### config.mk
export PLATFORM = sky130hd
export DESIGN_NAME = display_scan_controller
export DESIGN_NICKNAME = d
export VERILOG_FILES = /design/src/rtl/display_scan_controller.sv
export SDC_FILE = /design/constraint.sdc
export NUM_CORES = 1
export LEC_CHECK = 0
export CAP_MARGIN = 25
export CORE_AREA = 5 5 62 64
export CTS_CLUSTER_SIZE = 30
export DETAILED_ROUTE_END_ITERATION = 12
export DIE_AREA = 0 0 67 69
export PLACE_DENSITY = 0.73
export REMOVE_ABC_BUFFERS = 1
export SYNTH_ARGS = -nofsm -noshare
export SYNTH_HDL_FRONTEND = slang
export SYNTH_SLANG_ARGS = --single-unit
export TNS_END_PERCENT = 50
### constraint.sdc
create_clock -name clk -period 2.23 [get_ports clk]
set_clock_uncertainty 0.1 [all_clocks]
set_input_delay 0.223 -clock clk [delete_from_list [all_inputs] [get_ports clk]]
set_output_delay 0.223 -clock clk [all_outputs]
set_load 0.02 [all_outputs]
### src/rtl/display_scan_controller.sv
// display_scan_controller: multiplexed seven-segment anode scanner with prescaler, blanking and digit mask
module display_scan_controller #(
    parameter int NUM_DIGITS       = 4,
    parameter int PRESCALE         = 100000,
    parameter int BLANK_CYCLES     = 2000,
    parameter bit ANODE_ACTIVE_LOW = 1'b1,
    parameter int SEL_W            = (NUM_DIGITS > 1) ? $clog2(NUM_DIGITS) : 1
) (
    input  logic                  clk,
    input  logic                  reset,
    input  logic                  enable,
    input  logic                  sync_clear,
    input  logic [NUM_DIGITS-1:0] digit_mask,
    output logic [SEL_W-1:0]      refresh_count,
    output logic [NUM_DIGITS-1:0] anode,
    output logic                  slot_tick,
    output logic                  frame_tick
);
    localparam int PW = $clog2(PRESCALE);
    localparam logic [NUM_DIGITS-1:0] OFF = ANODE_ACTIVE_LOW ? '1 : '0;

    logic [PW-1:0]         pcnt;
    logic [PW-1:0]         pcnt_n;
    logic [SEL_W-1:0]      idx_n;
    logic                  adv;
    logic                  wrap;
    logic                  lit;
    logic [NUM_DIGITS-1:0] onehot;

    // next-state scan position; outputs are decoded from it so anode always matches refresh_count
    always_comb begin
        adv    = enable && !sync_clear;
        wrap   = adv && (pcnt == PW'(PRESCALE - 1));
        pcnt_n = (sync_clear || wrap) ? '0 : adv ? pcnt + PW'(1) : pcnt;
        idx_n  = sync_clear ? '0 :
                 !wrap ? refresh_count :
                 (refresh_count == SEL_W'(NUM_DIGITS - 1)) ? '0 : refresh_count + SEL_W'(1);
        onehot = NUM_DIGITS'(1) << idx_n;
        lit    = enable && (int'(pcnt_n) >= BLANK_CYCLES) && digit_mask[idx_n];
    end

    // register scan state and all outputs; XOR with OFF applies anode polarity
    always_ff @(posedge clk or posedge reset) begin
        if (reset) begin
            pcnt          <= '0;
            refresh_count <= '0;
            anode         <= OFF;
            slot_tick     <= 1'b0;
            frame_tick    <= 1'b0;
        end else begin
            pcnt          <= pcnt_n;
            refresh_count <= idx_n;
            anode         <= lit ? (onehot ^ OFF) : OFF;
            slot_tick     <= wrap;
            frame_tick    <= wrap && (idx_n == '0);
        end
    end
endmodule

======== After elaboration in Yosys (flattened, before gate mapping) ========
Cells that the tools add are included.
storage, ports and cells
  flip-flop bits (word level) ............. 25
  input port bits ......................... 8
  output and inout port bits .............. 8
  logic and storage cells ................. 29
cells by class
  add/subtract/negate cells ............... 2
  $lt $le $gt $ge ......................... 2
  equality and inequality tests ........... 2
  shift operators ......................... 1
  mux-type cells .......................... 8
  bitwise operators ....................... 1
  reduce and logical (&&, ||, !) cells .... 8
operators with widths
  cell                                                                      number
  17-bit two-way mux                                                        2
  17-bit by 1-bit adder with 17-bit output (second input constant)          1
  17-bit == test (second input constant)                                    1
  17-bit by 11-bit >= comparator with 1-bit output (second input constant)  1
  2-bit two-way mux                                                         3
  1-bit logical AND                                                         5
  4-bit two-way mux                                                         1
  4-bit inverter                                                            1
  1-bit by 2-bit << shifter with 4-bit output (first input constant)        1
  2-bit by 3-bit < comparator with 1-bit output (second input constant)     1
  2-bit by 1-bit adder with 2-bit output (second input constant)            1
  1-bit binary-select mux with 2-bit select                                 1
  2-bit == test (second input constant)                                     1
  2-bit zero test                                                           1
  1-bit zero test                                                           1
  1-bit logical OR                                                          1
  1-bit two-way mux                                                         1

======== Longest topological paths before layout ========
  word-level depth ........................ 9
  gate-level depth with buffers ........... 9
  depth with buffers taken out ............ 8

======== Least setup slack after synthesis ========
OpenSTA, ideal clock, no wires.
  path type ............................... register -> register
  start ................................... register pcnt[0]
  end ..................................... register anode[2]
  setup time .............................. 0.097 ns
  data arrival time ....................... 2.149 ns
  required time ........................... 2.033 ns
  path slack .............................. -0.116 ns
  stages on the path, launching flop included .. 9
  path buffers ............................ 0
  clock period less this slack ............ 2.346 ns
  path through ............................ dfrtp_1 > ha_1 > inv_1 > nor4_2 > nand2_1 > xor2_1 > or4_4 > a211oi_4 > nand3_1
between the ends
  word-level cells in the longest chain between the ends .. 8
  elaborated cells between the ends (all ways) .. 16
  classes of those cells .................. 1 x add/sub; 1 x order compare; 1 x eq/ne; 1 x shift; 7 x mux; 1 x bitwise; 4 x reduce/logical
RTL lines
  item                                                                                              RTL line  text
  start, declared                                                                                   22        logic [PW-1:0] pcnt;
  start signal, assigned                                                                            51        pcnt <= pcnt_n;
  parallel branches: the longest is 7 deep, another holds 17-bit by 1-bit adder with 17-bit output  --
  4-bit two-way mux (*)                                                                             53        anode <= lit ? (onehot ^ OFF) : OFF;
  end signal, assigned                                                                              53
  end, declared                                                                                     15        output logic [NUM_DIGITS-1:0] anode,
Every way passes the cells marked *. The select of a mux whose other input is x is not followed.

======== Final worst setup path ========
  start ................................... input port sync_clear
  end ..................................... register anode[1]
between the ends
  word-level cells in the longest chain between the ends .. 9
  elaborated cells between the ends (all ways) .. 16
  classes of those cells .................. 1 x order compare; 1 x shift; 7 x mux; 1 x bitwise; 6 x reduce/logical
RTL lines
  item                                                                                                                  RTL line  text
  start, declared                                                                                                       12        input logic sync_clear,
  1-bit zero test                                                                                                       32        adv = enable && !sync_clear;
  1-bit logical AND                                                                                                     32
  1-bit logical AND                                                                                                     33        wrap = adv && (pcnt == PW'(PRESCALE - 1));
  1-bit logical OR / 2-bit two-way mux (equally long branches)                                                          34, 36
  17-bit two-way mux / 2-bit two-way mux (equally long branches)                                                        34, 35
  17-bit by 11-bit >= comparator with 1-bit output / 1-bit binary-select mux with 2-bit select (equally long branches)  39        lit = enable && (int'(pcnt_n) >= BLANK_CYCLES) && digit_mask[idx_n];
  1-bit logical AND / 1-bit two-way mux (equally long branches)                                                         39
  1-bit logical AND                                                                                                     39
  4-bit two-way mux (*)                                                                                                 53
Every way passes the cells marked *; elsewhere a longest branch is shown, timed or not. The select of a mux whose other input is x is not followed.

==> metrics <==
P_leak 1.032 nW; Die ar. 4623 sq um; Req. time, crit path 2.38 ns; share of layout cells above drive strength 1 38.63%; post-DR wirelength/cell between 15 and 20 um; IO Port Bufs 15; Startpoint Class input pin; clock latency at the later pin of the worst-skew pair around 0.32 ns; post-route setup slack -0.1876 ns; CTS clock-pin slew for the worst setup and hold paths about 0.13 ns; grt met1 use 23.28%; Slew Viols, Final 0; critical path endpoint category register; Core Util, Final 71.62%; IO Pins 16; GRT busiest layer met2; RSZ-0062 raised after global routing true; Cell Area, Synth ~1600 sq um; Synth Flop Type dfrtp_1; dpl hpwl 2.999 mm; detailed-route vias per instance around 5.3; Iteration-0 DRC Markers 73; Netlist cell types 50; Yosys top cell area share around 34%; sequential area share after synthesis between 40% and 50%; cell accounting for the most synthesized area dfrtp_1; slew margin rel. around three quarters; #FFs+latches synth 25; slowest cell on the critical path clkdlybuf4s50_1; Root Driver clkbuf_4; minimum clock period roughly 2.4 ns; crit-path leading delay family buffers and inverters; TNS Setup -0.6251 ns; endpoints failing hold 0; global routing met3 resource utilization between 2 and 3%; Vias 1,492; Site Rows 21; Final Cycle Share 108.4%; CTS buffer count 3; Die Ht roughly 69 um; ys async rst share 100.0%; Worst Path Buf+Inv 5; status finished, violations left; Synth Instances ~170; GRT met2 Usage 33.19%; Post-Layout Inst Area 2315 sq um; grt ovf 0; n_diodes 0; Least-Margin Pin Slew about 0.36 ns; Area contributors post-synth dfrtp_1 (34%), dfstp_2 (6.7%), nor2_1 (5.3%), xnor2_1 (5.1%), xor2_1 (4.5%); CP Class in2reg; TritonCTS clock tree yes; DP Area around 2100 sq um; syn_area_per_cell slightly above 9 sq um; Cell Chain, Critical Path clkdlybuf4s50_1, nand3b_4, buf_6, buf_4, nor4_2, buf_4, buf_4, a31oi_1, o21bai_1, a211oi_2, a211oi_4, nand3b_1; synth warn 0; htree depth 1; non-filler instance count after layout 279; area grow syn2layout 48.36%; GRT Overall Usage 19.47%; largest net degree at the start of global routing 26; DP Cell Count 264; f_max about 410 MHz; fill count about 250; post-place setup slack -0.5476 ns; initial cell density of the core around half; Core Area 3232 sq um; worst vdd ir about 0.00028 V; clock buffer depth 2; Die X around 67 um; CP Max Fanout 4; # Max-Cap Violations 0; number of flops mapped to enable cells by yosys 0; Worst Hold Class in2async; power density over the cells about 330 nW/um^2; antenna violations before repair 0; Routed Antenna Nets 0; Arr. time, crit path 2.56 ns; first-pass GRT wire length ~7.1 mm; critical path's most frequent cell buf_4; final setup violating endpoints 4; layout net count about 240; number of global-route vias before repair 1,602; Pre-Repair DR Iteration Count 4; Num Clock Sinks 25; drt total wl 4.309 mm; Largest stage delay, worst path ~0.45 ns; drt drc 0; RD Place Congestion 0.9635; violated checks negative setup slack
-- logic make-up (layout without fill, tap and decap cells) --
group,after synthesis,count (layout),share of synthesized area (%)
compound gates,23,23,10.67
xor+xnor,17,17,9.543
fa+ha+maj,2,2,1.604
buf+inv,18,82,5.372
flops,25,25,40.42
mux,3,3,1.925
simple gates,81,81,30.47
-- cell usage after synthesis (2+ instances only) --
cell type	n
nand2_1	12
a21oi_1	2
dfrtp_1	21
o21ai_1	2
clkbuf_1	6
nor4_2	2
or4_1	2
nand2b_1	2
mux2i_1	3
nor4_1	3
a211oi_1	2
nor3b_1	2
nand4_1	2
nand3_1	7
nor2_1	22
inv_1	6
and4_1	2
nor3_1	6
buf_2	3
dfstp_2	4
and2_1	2
xnor2_1	9
nand3b_1	2
ha_1	2
o21ai_0	4
and3_1	3
xor2_1	8
nor2b_1	3
a31oi_1	4
-- report_power, final --
part	switching [mW]	leakage [nW]	internal, mW	total [mW]
sequential	0.00405	0.332	0.458	0.462
combinational	0.0414	0.684	0.0463	0.0877
clock	0.134	0.0150	0.0702	0.205
-- per-stage QoR --
| stage | hold WS (ns) | power, mW |
|---|---|---|
| floorplan | 0.1474 | 0.4943 |
| global placement | 0.4591 | 0.5357 |
| detailed placement | 0.4794 | 0.5378 |
| CTS | 0.1366 | 0.7554 |
| global route | 0.1820 | 0.7870 |
| finish | 0.1318 | 0.7539 |
-- worst reg2reg max path: cells and delay by family, from the launching register on --
family          cells  cell delay [ns]
compound gates      4             0.77
buf+inv             4             0.53
flops               1             0.43
simple gates        3             0.49
-- sequential cells by signal, summed over array words and instances, names as in the netlist --
register,flops
pcnt,17
anode,4
refresh_count,2
frame_tick,1
slot_tick,1
-- repair_timing --
action                     CTS  global route
pin swaps                    7             5
setup buffers                6             5
resized for setup           16            16
setup endpoints to repair    4            11
hold buffers                 0             0
-- placed cells by master (no fill, tap or decap), drive strengths merged, types with 2 or more instances in the layout --
master | netlist | final
nand2b | 2 | 2
nand3 | 7 | 7
nor4 | 5 | 5
nand3b | 3 | 3
nand2 | 12 | 12
nor3b | 2 | 2
or4 | 3 | 3
nand4 | 3 | 3
clkbuf | 7 | 4
ha | 2 | 2
and2 | 2 | 2
a21oi | 2 | 2
buf | 5 | 57
nor2b | 3 | 3
dfstp | 4 | 4
and4 | 2 | 2
xor2 | 8 | 8
o21ai | 6 | 6
nor3 | 6 | 6
nor2 | 22 | 22
inv | 6 | 6
a211oi | 3 | 3
and3 | 3 | 3
mux2i | 3 | 3
xnor2 | 9 | 9
o311ai | 2 | 2
a31oi | 4 | 4
dfrtp | 21 | 21
clkdlybuf4s50 | 0 | 14
-- layer usage --
layer | up-vias | share of wire, %
met5 | - | 0
met4 | 0 | 2.4
met3 | 11 | 4.6
met2 | 45 | 54
met1 | 710 | 39
li1 | 726 | -
-- final timing paths --
path | start | endpoint | slack, ns | cells past startpoint
worst max-delay path | sync_clear | anode[1] | -0.19 | 12
worst min-delay path | reset | refresh_count[1] | 0.13 | 3
worst max register to register | pcnt[2] | anode[1] | -0.18 | 11
worst min register to register | refresh_count[1] | refresh_count[1] | 0.59 | 2
max in group asynchronous | reset | anode[2] | 1.61 | 3
min in group clk | enable | pcnt[0] | 0.45 | 4
-- cell type report --
cell class | instances | area [sq um] | area share (%)
tap | 46 | 57.56 | 2.486
inverter | 6 | 22.52 | 0.9730
multi-input combinational | 126 | 968.4 | 41.84
sequential | 25 | 631.9 | 27.30
timing repair buffer | 72 | 608.1 | 26.27
clock buffer | 4 | 26.28 | 1.135
(Power assumes the default switching activity.)
